File: src/rtl/control_pkg.sv
// -----------------------------------------------------------------------------
// control_pkg
// Shared definitions for the scalar/vector pipeline control unit:
//   - opcode constants decoded in the Decode stage
//   - alu_op_e   : 3-bit ALU operation (taken straight from funct[2:0] or
//                  from the low opcode bits of immediate instructions)
//   - branch_e   : 2-bit branch type reported in Decode
//   - ctrl_t     : the full set of control bits produced by the decoder
// Optional feature macro: CONTROL_VECTOR_EN (vector instruction support).
// -----------------------------------------------------------------------------
package control_pkg;

  localparam logic [5:0] OP_RTYPE   = 6'b000000;  // scalar R-type
  localparam logic [5:0] OP_VRTYPE  = 6'b000100;  // vector-vector R-type
  localparam logic [5:0] OP_VSRTYPE = 6'b001100;  // vector-scalar R-type
  localparam logic [5:0] OP_LW      = 6'b100000;
  localparam logic [5:0] OP_SW      = 6'b100001;
  localparam logic [5:0] OP_VLW     = 6'b100010;
  localparam logic [5:0] OP_VSW     = 6'b100011;
  localparam logic [5:0] OP_BEQ     = 6'b110010;
  localparam logic [5:0] OP_BNE     = 6'b110001;
  localparam logic [5:0] OP_J       = 6'b111111;

  // Only ADD (000) and SUB (001) are pinned by the datapath contract; the
  // remaining names describe the ALU lanes the encodings select.
  typedef enum logic [2:0] {
    ALU_ADD = 3'b000,
    ALU_SUB = 3'b001,
    ALU_AND = 3'b010,
    ALU_OR  = 3'b011,
    ALU_XOR = 3'b100,
    ALU_NOR = 3'b101,
    ALU_MUL = 3'b110,
    ALU_SLT = 3'b111
  } alu_op_e;

  typedef enum logic [1:0] {
    BR_NONE = 2'b00,
    BR_EQ   = 2'b01,
    BR_NE   = 2'b10
  } branch_e;

  typedef struct packed {
    logic    regwrite;
    logic    vregwrite;
    logic    memtoreg;
    logic    memwrite;
    logic    memdata;
    logic    memsrc;
    logic    alusrc;
    logic    scalar;
    logic    regdst;
    alu_op_e alucontrol;
    branch_e branch;
    logic    jump;
  } ctrl_t;

  // All-zero control word: what a NOP / bubble looks like.
  function automatic ctrl_t ctrl_nop();
    ctrl_t c;
    c = '0;
    return c;
  endfunction

endpackage

File: src/rtl/control_decoder.sv
// -----------------------------------------------------------------------------
// control_decoder
// Purely combinational opcode/funct decoder for the Decode stage.
// Ports:
//   i_op    [5:0]  opcode of the instruction in Decode
//   i_funct [5:0]  funct field (only bits [2:0] select the ALU operation)
//   o_ctrl         full control word (ctrl_t)
// Optional feature macro: CONTROL_VECTOR_EN. When undefined, every vector
// opcode (000100, 001100, 01x1xx, 100010, 100011) decodes as a NOP.
// -----------------------------------------------------------------------------
module control_decoder
  import control_pkg::*;
(
  input  logic [5:0] i_op,
  input  logic [5:0] i_funct,
  output ctrl_t      o_ctrl
);

  // funct[5:3] carries no meaning for this control unit.
  logic w_unused_funct;
  assign w_unused_funct = ^i_funct[5:3];

  always_comb begin
    o_ctrl = ctrl_nop();
    casez (i_op)
      OP_RTYPE: begin
        o_ctrl.regwrite   = 1'b1;
        o_ctrl.regdst     = 1'b1;
        o_ctrl.alucontrol = alu_op_e'(i_funct[2:0]);
      end
`ifdef CONTROL_VECTOR_EN
      OP_VRTYPE: begin
        o_ctrl.vregwrite  = 1'b1;
        o_ctrl.regdst     = 1'b1;
        o_ctrl.alucontrol = alu_op_e'(i_funct[2:0]);
      end
      OP_VSRTYPE: begin
        o_ctrl.vregwrite  = 1'b1;
        o_ctrl.regdst     = 1'b1;
        o_ctrl.scalar     = 1'b1;
        o_ctrl.alucontrol = alu_op_e'(i_funct[2:0]);
      end
`endif
      6'b01????: begin
        // Immediate ALU: op[2] picks the destination file, op[3] marks
        // that the scalar operand is broadcast across lanes.
`ifdef CONTROL_VECTOR_EN
        o_ctrl.alusrc     = 1'b1;
        o_ctrl.alucontrol = alu_op_e'({1'b0, i_op[1:0]});
        o_ctrl.regwrite   = ~i_op[2];
        o_ctrl.vregwrite  = i_op[2];
        o_ctrl.scalar     = i_op[3];
`else
        if (!i_op[2]) begin
          o_ctrl.alusrc     = 1'b1;
          o_ctrl.alucontrol = alu_op_e'({1'b0, i_op[1:0]});
          o_ctrl.regwrite   = 1'b1;
          o_ctrl.scalar     = i_op[3];
        end
`endif
      end
      OP_LW: begin
        o_ctrl.regwrite = 1'b1;
        o_ctrl.memtoreg = 1'b1;
        o_ctrl.alusrc   = 1'b1;
      end
      OP_SW: begin
        o_ctrl.memwrite = 1'b1;
        o_ctrl.alusrc   = 1'b1;
      end
`ifdef CONTROL_VECTOR_EN
      OP_VLW: begin
        o_ctrl.vregwrite = 1'b1;
        o_ctrl.memtoreg  = 1'b1;
        o_ctrl.alusrc    = 1'b1;
        o_ctrl.memsrc    = 1'b1;
      end
      OP_VSW: begin
        o_ctrl.memwrite = 1'b1;
        o_ctrl.alusrc   = 1'b1;
        o_ctrl.memsrc   = 1'b1;
        o_ctrl.memdata  = 1'b1;
      end
`endif
      OP_BEQ:  o_ctrl.branch = BR_EQ;
      OP_BNE:  o_ctrl.branch = BR_NE;
      OP_J:    o_ctrl.jump   = 1'b1;
      default: o_ctrl = ctrl_nop();
    endcase
  end

endmodule

File: src/rtl/control_unit.sv
// -----------------------------------------------------------------------------
// control_unit
// Pipelined control for the five-stage scalar/vector processor. Decodes in
// Decode, resolves branches in Decode, and carries control bits through the
// E, M and W pipeline registers.
// Ports:
//   clk, reset             clock; asynchronous active-high reset (E/M/W only)
//   opD, functD            instruction fields in Decode
//   srca2D, srcb2D         forwarded compare operands for branch resolution
//   flushE                 loads a bubble into the E register
//   jumpD, branchD, pcsrcD combinational Decode outputs
//   *E, *M, *W             registered control bits for each later stage
// Optional feature macro: CONTROL_VECTOR_EN. When undefined, the vector
// pipeline bits are not built and VregwriteW, scalarE, memdataM, memsrcM
// are tied to 0.
// -----------------------------------------------------------------------------
module control_unit
  import control_pkg::*;
(
  input  logic        clk,
  input  logic        reset,
  input  logic [5:0]  opD,
  input  logic [5:0]  functD,
  input  logic [31:0] srca2D,
  input  logic [31:0] srcb2D,
  input  logic        flushE,
  output logic        jumpD,
  output logic [1:0]  branchD,
  output logic        pcsrcD,
  output logic        alusrcE,
  output logic        scalarE,
  output logic [2:0]  alucontrolE,
  output logic        regdstE,
  output logic        memwriteM,
  output logic        memdataM,
  output logic        memsrcM,
  output logic        regwriteE,
  output logic        regwriteM,
  output logic        regwriteW,
  output logic        VregwriteW,
  output logic        memtoregE,
  output logic        memtoregM,
  output logic        memtoregW
);

  ctrl_t w_ctrl;
  logic  w_equal;

  control_decoder u_decoder (
    .i_op    (opD),
    .i_funct (functD),
    .o_ctrl  (w_ctrl)
  );

  // Decode-stage outputs: combinational, unaffected by reset.
  assign w_equal = (srca2D == srcb2D);
  assign jumpD   = w_ctrl.jump;
  assign branchD = w_ctrl.branch;
  assign pcsrcD  = ((w_ctrl.branch == BR_EQ) &&  w_equal) ||
                   ((w_ctrl.branch == BR_NE) && !w_equal);

  // Scalar pipeline registers
  logic    r_regwrite_e, r_memtoreg_e, r_memwrite_e, r_alusrc_e, r_regdst_e;
  alu_op_e r_alucontrol_e;
  logic    r_regwrite_m, r_memtoreg_m, r_memwrite_m;
  logic    r_regwrite_w, r_memtoreg_w;

`ifdef CONTROL_VECTOR_EN
  // Vector pipeline registers
  logic r_vregwrite_e, r_memdata_e, r_memsrc_e, r_scalar_e;
  logic r_vregwrite_m, r_memdata_m, r_memsrc_m;
  logic r_vregwrite_w;
`else
  // Vector bits from the decoder are constant zero in this build.
  logic w_unused_vec;
  assign w_unused_vec = ^{w_ctrl.vregwrite, w_ctrl.memdata,
                          w_ctrl.memsrc, w_ctrl.scalar};
`endif

  always_ff @(posedge clk or posedge reset) begin
    if (reset) begin
      r_regwrite_e   <= 1'b0;
      r_memtoreg_e   <= 1'b0;
      r_memwrite_e   <= 1'b0;
      r_alusrc_e     <= 1'b0;
      r_regdst_e     <= 1'b0;
      r_alucontrol_e <= ALU_ADD;
      r_regwrite_m   <= 1'b0;
      r_memtoreg_m   <= 1'b0;
      r_memwrite_m   <= 1'b0;
      r_regwrite_w   <= 1'b0;
      r_memtoreg_w   <= 1'b0;
`ifdef CONTROL_VECTOR_EN
      r_vregwrite_e  <= 1'b0;
      r_memdata_e    <= 1'b0;
      r_memsrc_e     <= 1'b0;
      r_scalar_e     <= 1'b0;
      r_vregwrite_m  <= 1'b0;
      r_memdata_m    <= 1'b0;
      r_memsrc_m     <= 1'b0;
      r_vregwrite_w  <= 1'b0;
`endif
    end else begin
      // E stage: a flush turns the incoming instruction into a bubble.
      if (flushE) begin
        r_regwrite_e   <= 1'b0;
        r_memtoreg_e   <= 1'b0;
        r_memwrite_e   <= 1'b0;
        r_alusrc_e     <= 1'b0;
        r_regdst_e     <= 1'b0;
        r_alucontrol_e <= ALU_ADD;
`ifdef CONTROL_VECTOR_EN
        r_vregwrite_e  <= 1'b0;
        r_memdata_e    <= 1'b0;
        r_memsrc_e     <= 1'b0;
        r_scalar_e     <= 1'b0;
`endif
      end else begin
        r_regwrite_e   <= w_ctrl.regwrite;
        r_memtoreg_e   <= w_ctrl.memtoreg;
        r_memwrite_e   <= w_ctrl.memwrite;
        r_alusrc_e     <= w_ctrl.alusrc;
        r_regdst_e     <= w_ctrl.regdst;
        r_alucontrol_e <= w_ctrl.alucontrol;
`ifdef CONTROL_VECTOR_EN
        r_vregwrite_e  <= w_ctrl.vregwrite;
        r_memdata_e    <= w_ctrl.memdata;
        r_memsrc_e     <= w_ctrl.memsrc;
        r_scalar_e     <= w_ctrl.scalar;
`endif
      end
      // M and W always advance.
      r_regwrite_m <= r_regwrite_e;
      r_memtoreg_m <= r_memtoreg_e;
      r_memwrite_m <= r_memwrite_e;
      r_regwrite_w <= r_regwrite_m;
      r_memtoreg_w <= r_memtoreg_m;
`ifdef CONTROL_VECTOR_EN
      r_vregwrite_m <= r_vregwrite_e;
      r_memdata_m   <= r_memdata_e;
      r_memsrc_m    <= r_memsrc_e;
      r_vregwrite_w <= r_vregwrite_m;
`endif
    end
  end

  assign regwriteE   = r_regwrite_e;
  assign memtoregE   = r_memtoreg_e;
  assign alusrcE     = r_alusrc_e;
  assign regdstE     = r_regdst_e;
  assign alucontrolE = r_alucontrol_e;
  assign regwriteM   = r_regwrite_m;
  assign memtoregM   = r_memtoreg_m;
  assign memwriteM   = r_memwrite_m;
  assign regwriteW   = r_regwrite_w;
  assign memtoregW   = r_memtoreg_w;

`ifdef CONTROL_VECTOR_EN
  assign scalarE    = r_scalar_e;
  assign memdataM   = r_memdata_m;
  assign memsrcM    = r_memsrc_m;
  assign VregwriteW = r_vregwrite_w;
`else
  assign scalarE    = 1'b0;
  assign memdataM   = 1'b0;
  assign memsrcM    = 1'b0;
  assign VregwriteW = 1'b0;
`endif

endmodule

File: config.mk
export PLATFORM = sky130hd
export DESIGN_NAME = control_unit
export DESIGN_NICKNAME = d
export VERILOG_FILES = /design/src/rtl/control_pkg.sv /design/src/rtl/control_decoder.sv /design/src/rtl/control_unit.sv
export SDC_FILE = /design/constraint.sdc
export NUM_CORES = 1
export LEC_CHECK = 0
export ABC_CLOCK_PERIOD_IN_PS = 1600
export CAP_MARGIN = 10
export CORE_MARGIN = 2
export CORE_UTILIZATION = 27
export DETAILED_ROUTE_END_ITERATION = 10
export GPL_TIMING_DRIVEN = 0
export MAX_ROUTING_LAYER = met4
export PLACE_DENSITY = 0.88
export SKIP_LAST_GASP = 1
export SYNTH_ARGS = -nofsm -noshare
export SYNTH_HDL_FRONTEND = slang
export SYNTH_SLANG_ARGS = --single-unit
File: constraint.sdc
create_clock -name clk -period 1.6 [get_ports clk]
set_input_delay 0.16 -clock clk [delete_from_list [all_inputs] [get_ports clk]]
set_output_delay 0.16 -clock clk [all_outputs]
set_load 0.1 [all_outputs]
# --- Word level (Yosys, flattened, before mapping) ---
# Cells that the tools add are included.
op_classes:
  addsub: 0
  mul: 0
  div: 0
  magnitude_cmp: 0
  n_eq_ne: 9
  n_shift: 0
  n_mux: 17
  n_bitwise: 0
  reduce_logical: 7
ops:
  columns: ["op", "n"]
  rows:
  - ["$eq 32x32->1", 1]
  - ["$eq 6x6->1 const B", 5]
  - ["$mux 1", 10]
  - ["$logic_not 6->1", 1]
  - ["$pmux 3 s2", 1]
  - ["$eq 2x1->1 const B", 2]
  - ["$mux 2", 2]
  - ["$pmux 1 s2", 2]
  - ["$pmux 2 s2", 1]
  - ["$reduce_or 2->1", 2]
  - ["$mux 3", 1]
  - ["$eq 2x2->1 const B", 1]
  - ["$logic_and 1x1->1", 2]
  - ["$logic_not 1->1", 1]
  - ["$logic_or 1x1->1", 1]
totals:
  register_bits: 13
  latchBits: 0
  ramBits: 0
  rom_bits: 0
  inputBits: 79
  output_inout_bits: 20
  elab_cells: 44
  n_memories: 0

# --- Logic depth before layout (Yosys ltp) ---
# Gate-level depths: netlist of the first run.
depth:
  word_depth: 5
  ltp_mapped: 5
  mapped_depth_nobuf: 5

# --- Cells and area by module ---
# A second synthesis of the first run with hierarchy kept.
hier_totals:
  hier_cells: 103
  hier_area_um2: 991.0
by_module_without_submodules:
  columns: ["mod", "instances", "cells_per_inst", "area_per_inst_um2", "seq_area_each_um2"]
  rows:
  - ["control_unit", 1, 72, 800.8, 325.3]
  - ["control_decoder", 1, 31, 190.2, 0.0]

# --- Worst setup path before layout of the first run ---
# No wires, ideal clock.
synth_path:
  path_kind: "input to output"
  startpoint: "input port opD[5]"
  endpoint: "output port pcsrcD"
  t_arrival_ns: 4.362
  required_ns: 1.440
  path_slack_ns: -2.922
  path_stages: 4
  n_path_buf: 1
  cell_sequence: "clkbuf_1 > nand2_1 > nor4_1 > mux2_2"
synth_between:
  elab_chain_len: 5
  elab_cells_between_ends: 8
  classes_between: "4 x eq/ne; 1 x mux; 3 x reduce/logical"
synth_lines:
  columns: ["item", "line", "source"]
  rows:
  - ["start, declared", "control_unit.sv:22", "input logic [5:0] opD,"]
  - ["$eq 6x6->1", "control_decoder.sv:25", "casez (i_op)"]
  - ["$pmux 2 s2 *", "control_decoder.sv:25", null]
  - ["via branchD[1]", "control_unit.sv:28", "output logic [1:0] branchD,"]
  - ["$eq 2x1->1 or $eq 2x2->1 (tied branches)", "control_unit.sv:59, control_unit.sv:60", null]
  - ["$logic_and 1x1->1, on equally long branches", "control_unit.sv:59, control_unit.sv:60", null]
  - ["$logic_or 1x1->1 *", "control_unit.sv:59", "assign pcsrcD = ((w_ctrl.branch == BR_EQ) && w_equal) ||"]
  - ["end, declared", "control_unit.sv:29", "output logic pcsrcD,"]
# The timed path passes the listed nets; every way through them passes the cells marked *.

# --- Worst setup path in the final report of the first run ---
layout_path:
  startpoint: "input port srca2D[11]"
  endpoint: "output port pcsrcD"
layout_between:
  elab_chain_len: 4
  elab_cells_between_ends: 5
  classes_between: "1 x eq/ne; 4 x reduce/logical"
layout_lines:
  columns: ["item", "line", "source"]
  rows:
  - ["start, declared", "control_unit.sv:24", "input logic [31:0] srca2D,"]
  - ["$eq 32x32->1 *", "control_unit.sv:56", "assign w_equal = (srca2D == srcb2D);"]
  - ["$logic_not 1->1", "control_unit.sv:60", "((w_ctrl.branch == BR_NE) && !w_equal);"]
  - ["$logic_and 1x1->1", "control_unit.sv:60", null]
  - ["$logic_or 1x1->1 *", "control_unit.sv:59", null]
# Every way passes the cells marked *; elsewhere a longest branch is shown, timed or not.

==> results.yml, run 1 <==
clocking:
  cts_max_level: 1
  ctsRootBufferMaster: "clkbuf_4"
  path_clk_slew_ps: 70
  numCtsBuffers: 3
  post-cts-setup-buffers: 0
  cts_buffer_depth: 2
  clkLatencyLatePin_ps: 270
  tritoncts: "done"
  cts_sinks: 13
worst_setup_path:
  path_max_fanout: 1
  worst_ep_arrival_time_ps: 1570
  start_kind: "primary input"
  crit_path_end_kind: "output port"
  crit_type: "in -> out"
  critPathRequiredTime_ps: 1440
drt:
  routedWlPerCell_um: 12.67
  drc_errors: 0
  drt-total-wl_um: 2901
  vias_per_cell: 4.371
  vias: 1001
  drt-pass1-iter-count: 3
  antenna_left: 0
  drt_iter0_drc: 7
cells_and_area:
  fillCellCount: 286
  fin_area_um2: 1841
  drive_above_1_share_pct: 31.35
  num_antenna_cells: 0
  fin_nets: 265
  area_growth_syn_to_layout_pct: 107.8
  largest_reg_flops: 3
worst_hold_path:
  hp-class: "in -> reg"
placement:
  place.gp.congestion: 0.7392
  dp_hpwl_um: 2649
  placed_cell_area_um2: 1911
  io_buffers: 90
  post-place-ws_ps: -1290
timing:
  min_period_over_period_pct: 107.9
  timing.final.ws_setup_ps: -126.7
  max_freq_mhz: 579.1
  grt_setup_unrepaired: "yes"
  setup_violations: 1
  clock_skew_ps: 4.343
  max_slew.worst_pin.slew_ps: 943.2
  holdWs_ps: 127.6
  hold_violations: 0
  period_needed_ps: 1727
  slew_viol_final: 0
  slew_headroom_pct: 37.36
power:
  cellLeakagePower_nw: 0.9387
  swShare_pct: 33.22
  power_frac_clock_pct: 21.3
  vdd_drop_max_v: 0.0002110
  p_sw_w: 0.0002943
  internal-power_w: 0.0005916
  power_frac_comb_pct: 40.9
  p_per_area_nw_per_um2: 481.3
  seq_power_share_pct: 37.8
synth:
  synthArstFlopShare_pct: 100.0
  netlist_area_um2: 885.9
  yosys_warnings: 0
  syn_inst: 88
  syn_avg_cell_area_um2: 10.07
  synth_edf_count: 0
  synth.distinct_cells: 21
  synth_ff_type: "dfrtp_1"
  synth_seq_area_share_pct: 36.72
  yosys_register_bits: 13
floorplan:
  core_area_um2: 3078
  num_rows: 20
  initial_core_util_pct: 28.78
  die-height_um: 61.28
  ioPinCount: 99
  dieArea_um2: 3755
  die_w_um: 61.28
global_route:
  antenna_found_initial: 0
  grt_pass1_wl_um: 4450
  grt_pass1_vias: 1081
  grt_use_total_pct: 16.46
  grt_max_degree: 14
  grt_overflow: 0
outcome:
  violations: "setup timing"
  status: "complete, but fails checks"
flow_run:
  maxCapViolations: 0
per-layer routing:
layer | track usage (%) | up-vias | part of all wire, % | wire [µm]
li1 | - | 490 | - | -
met1 | 15.76 | 445 | 33 | 961
met2 | 31.00 | 62 | 54 | 1568
met3 | 4.622 | 4 | 11 | 330
met4 | 5.901 | 0 | 1.4 | 41
met5 | - | - | 0 | 0
synth_stat cells (all sizes together), types with 2 or more instances:
library cell | instances | area [µm²]
xor2 | 32 | 280.3
nand4 | 3 | 18.77
nand2 | 2 | 7.510
buf | 4 | 30.03
nor2 | 5 | 18.77
nor3 | 5 | 36.29
a22oi | 2 | 15.01
dfrtp | 13 | 325.3
nor4 | 11 | 68.82
what timing repair did:
action                     CTS  global route
resized for setup          118            78
pin swaps                   19            32
hold endpoints to repair     0             0
hold buffers                 0             0
setup endpoints to repair   16             8
power by group through the flow:
stage / logic [W] / clock network, W / registers (W)
final: 0.000362 / 0.000188 / 0.000335
after CTS: 0.000367 / 0.000197 / 0.000335
after global routing: 0.000389 / 0.000209 / 0.000336
after global placement: 0.000409 / 0 / 0.000342
after floorplan: 0.000145 / 0 / 0.000380
after detailed placement: 0.000418 / 0 / 0.000342
worst max-delay path, cell delays in order:
cell	delay, ps
clkdlybuf4s15_1	170
xor2_1	160
nor4_1	320
nand4_1	150
nor2_2	120
mux2_4	320
buf_12	170
final timing paths:
path                                   start             end  slack (ps)  depth (start not counted)
worst min-delay path                  opD[5]         regdstE         130                          2
min in group asynchronous              reset       memtoregM         200                          2
worst min register to register  r_memwrite_e       memwriteM         360                          0
max in group asynchronous              reset  alucontrolE[2]        1090                          2
worst max register to register     regwriteE       regwriteM        1100                          0
worst max-delay path              srca2D[11]          pcsrcD        -130                          7
through the flow:
| step | utilization (%) | setup TNS (ps) | std cells | total power (W) |
|---|---|---|---|---|
| after floorplan | - | -741.2 | 91 | 0.0005243 |
| after global placement | 62.07 | -4326 | 225 | 0.0007510 |
| after detailed placement | 62.07 | -4613 | 225 | 0.0007601 |
| after CTS | 61.22 | -275.9 | 229 | 0.0008993 |
| after global routing | 59.80 | -174.7 | 229 | 0.0009342 |
| final | 59.80 | -126.7 | 229 | 0.0008859 |
placed cells by master (no fill, tap or decap), drive strengths merged:
cell type      count
a22oi              2
and2               1
and3b              1
buf                8
clkbuf            30
clkdlybuf4s15     25
clkdlybuf4s50      6
clkinv             1
conb               4
dfrtp             13
dlygate4sd2       21
dlymetal6s2s       8
inv                1
mux2               1
mux2i              1
nand2              2
nand4              3
nor2               5
nor2b              1
nor3               5
nor3b              1
nor4              11
or2b               1
or3                1
xor2              32
logic make-up after synthesis:
family	Yosys count	share of synthesized area, %
flip-flops	13	36.72
AO/OA/AOI/OAI	2	1.694
buffers and inverters	6	4.237
other	1	0.4233
multiplexers	2	2.401
XOR/XNOR	32	31.64
AND/OR/NAND/NOR	32	22.88
area by class of cell:
class | instances | area (µm²) | share of cell area, %
Inverter | 1 | 3.754 | 0.2039
Clock inverter | 1 | 5.005 | 0.2719
Tap cell | 44 | 55.05 | 2.991
Timing Repair Buffer | 90 | 782.0 | 42.49
Sequential cell | 13 | 325.3 | 17.68
Buffer | 5 | 43.79 | 2.379
Multi-Input combinational cell | 72 | 603.1 | 32.77
Clock buffer | 3 | 22.52 | 1.224
(Power assumes the default switching activity.)
==> run 2: changes to the inputs <==
--- a/config.mk
+++ b/config.mk
@@ -12,7 +12,8 @@
 export DETAILED_ROUTE_END_ITERATION = 10
 export GPL_TIMING_DRIVEN = 0
 export MAX_ROUTING_LAYER = met4
-export PLACE_DENSITY = 0.88
+export PLACE_DENSITY_LB_ADDON = 0.05
+export REMOVE_ABC_BUFFERS = 1
 export SKIP_LAST_GASP = 1
 export SYNTH_ARGS = -nofsm -noshare
 export SYNTH_HDL_FRONTEND = slang
==> results.yml, run 2 (same netlist as run 1, synthesis figures left out) <==
timing:
  max_freq_mhz: 579.4
  setup_violations: 1
  min_period_over_period_pct: 107.9
  hold_violations: 0
  period_needed_ps: 1726
  timing.final.ws_setup_ps: -126.0
  max_slew.worst_pin.slew_ps: 559.5
  clock_skew_ps: 5.103
  slew_viol_final: 0
  slew_headroom_pct: 62.87
  grt_setup_unrepaired: "yes"
placement:
  post-place-ws_ps: -1321
  placed_cell_area_um2: 1829
  dp_cells: 221
  io_buffers: 91
  dp_hpwl_um: 2407
  place.gp.congestion: 0.7086
cells_and_area:
  final_cells: 227
  num_antenna_cells: 0
  finish.utilization_pct: 58.94
  layout_common_cells: "xor2_1 (32), clkbuf_2 (29), clkdlybuf4s15_1 (26), dfrtp_1 (13), dlygate4sd2_1 (12)"
  largest_reg_flops: 3
  fin_area_um2: 1814
  area_growth_syn_to_layout_pct: 104.8
  fillCellCount: 284
  drive_above_1_share_pct: 30.60
  final_common_cell: "xor2_1"
  fin_nets: 263
worst_hold_path:
  hp-class: "in -> reg"
  holdPathStages: 2
worst_setup_path:
  crit_path_end_kind: "output port"
  critPathRequiredTime_ps: 1440
  worst_ep_arrival_time_ps: 1570
  start_kind: "primary input"
  crit_type: "in -> out"
  path_max_fanout: 1
  r2r_slack_ps: 1100
  r2r_cells: 0
floorplan:
  die-height_um: 61.28
  num_rows: 20
  ioPinCount: 99
  core_area_um2: 3078
  initial_core_util_pct: 28.78
  dieArea_um2: 3755
  die_w_um: 61.28
clocking:
  tritoncts: "done"
  path_clk_slew_ps: 70
  cts_buffer_depth: 2
  ctsRootBufferMaster: "clkbuf_4"
  clkLatencyLatePin_ps: 270
  numCtsBuffers: 3
  cts_sinks: 13
  cts_max_level: 1
  cts_hold_buf: 0
power:
  power_w: 0.0008830
  vdd_drop_max_v: 0.0002707
  internal-power_w: 0.0005914
  p_sw_w: 0.0002916
  cellLeakagePower_nw: 0.9040
  power_frac_comb_pct: 40.2
  p_per_area_nw_per_um2: 486.7
  power_frac_clock_pct: 21.8
  swShare_pct: 33.03
  seq_power_share_pct: 38.0
drt:
  drc_errors: 0
  vias_per_cell: 4.449
  antenna_left: 0
  routedWlPerCell_um: 12.75
  drt-pass1-iter-count: 4
  drt-total-wl_um: 2895
  drt_iter0_drc: 11
  vias: 1010
global_route:
  grt_max_degree: 14
  grt_pass1_wl_um: 4029
  grt_overflow: 0
  antenna_found_initial: 0
  grt_use_total_pct: 15.26
  grt_pass1_vias: 1008
flow_run:
  maxCapViolations: 0
outcome:
  status: "complete, but fails checks"
  violations: "setup timing"
-- run 2: layout make-up --
class	instances	area, µm²	share of cell area (%)
Inverter	1	3.754	0.2069
Timing Repair Buffer	93	810.8	44.69
Tap cell	44	55.05	3.034
Multi-Input combinational cell	72	593.1	32.69
Clock buffer	4	26.28	1.448
Sequential cell	13	325.3	17.93
-- run 2: repair_timing --
action | 4_1_cts | 5_1_grt
gates resized for setup | 128 | 95
hold endpoints to repair | 0 | 0
endpoints found under the setup margin | 16 | 10
setup buffers | 1 | 1
pin swaps | 23 | 36
-- run 2: final timing paths --
path | from | to
max | srcb2D[20] | pcsrcD
min | opD[2] | r_memwrite_e
max reg2reg | memtoregE | memtoregM
max in group asynchronous | reset | regdstE
min in group asynchronous | reset | memtoregE
min reg2reg | r_memwrite_e | memwriteM
-- run 2: power by group through the flow --
stage	Clock (W)	Combinational, W	Sequential (W)
4_1_cts	0.000203	0.000353	0.000335
3_5_place_dp	0	0.000396	0.000342
6_report	0.000192	0.000355	0.000335
5_1_grt	0.000220	0.000380	0.000336
2_1_floorplan	0	0.000125	0.000380
3_3_place_gp	0	0.000389	0.000342
-- run 2: metal layers --
layer  wire (µm)  up-vias  GRT usage (%)
li1            -      489              -
met3         194        8          3.361
met2        1613       68          30.24
met1         997      445          13.37
met5           0        -              -
met4          89        0          6.832
-- run 2: worst max-delay path, cell delays in order --
cell             delay (ps)
clkdlybuf4s15_1         170
xor2_1                  160
nor4_2                  300
nand4_1                 140
nor2_2                  130
mux2_4                  330
buf_12                  170
-- run 2: per-stage QoR --
step | hold WS (ps) | setup TNS, ps
final | 169.5 | -126.0
after global routing | 160.2 | -204.4
after CTS | 202.8 | -279.8
after detailed placement | 337.1 | -4699
after global placement | 337.6 | -4407
after floorplan | 36.96 | -6643
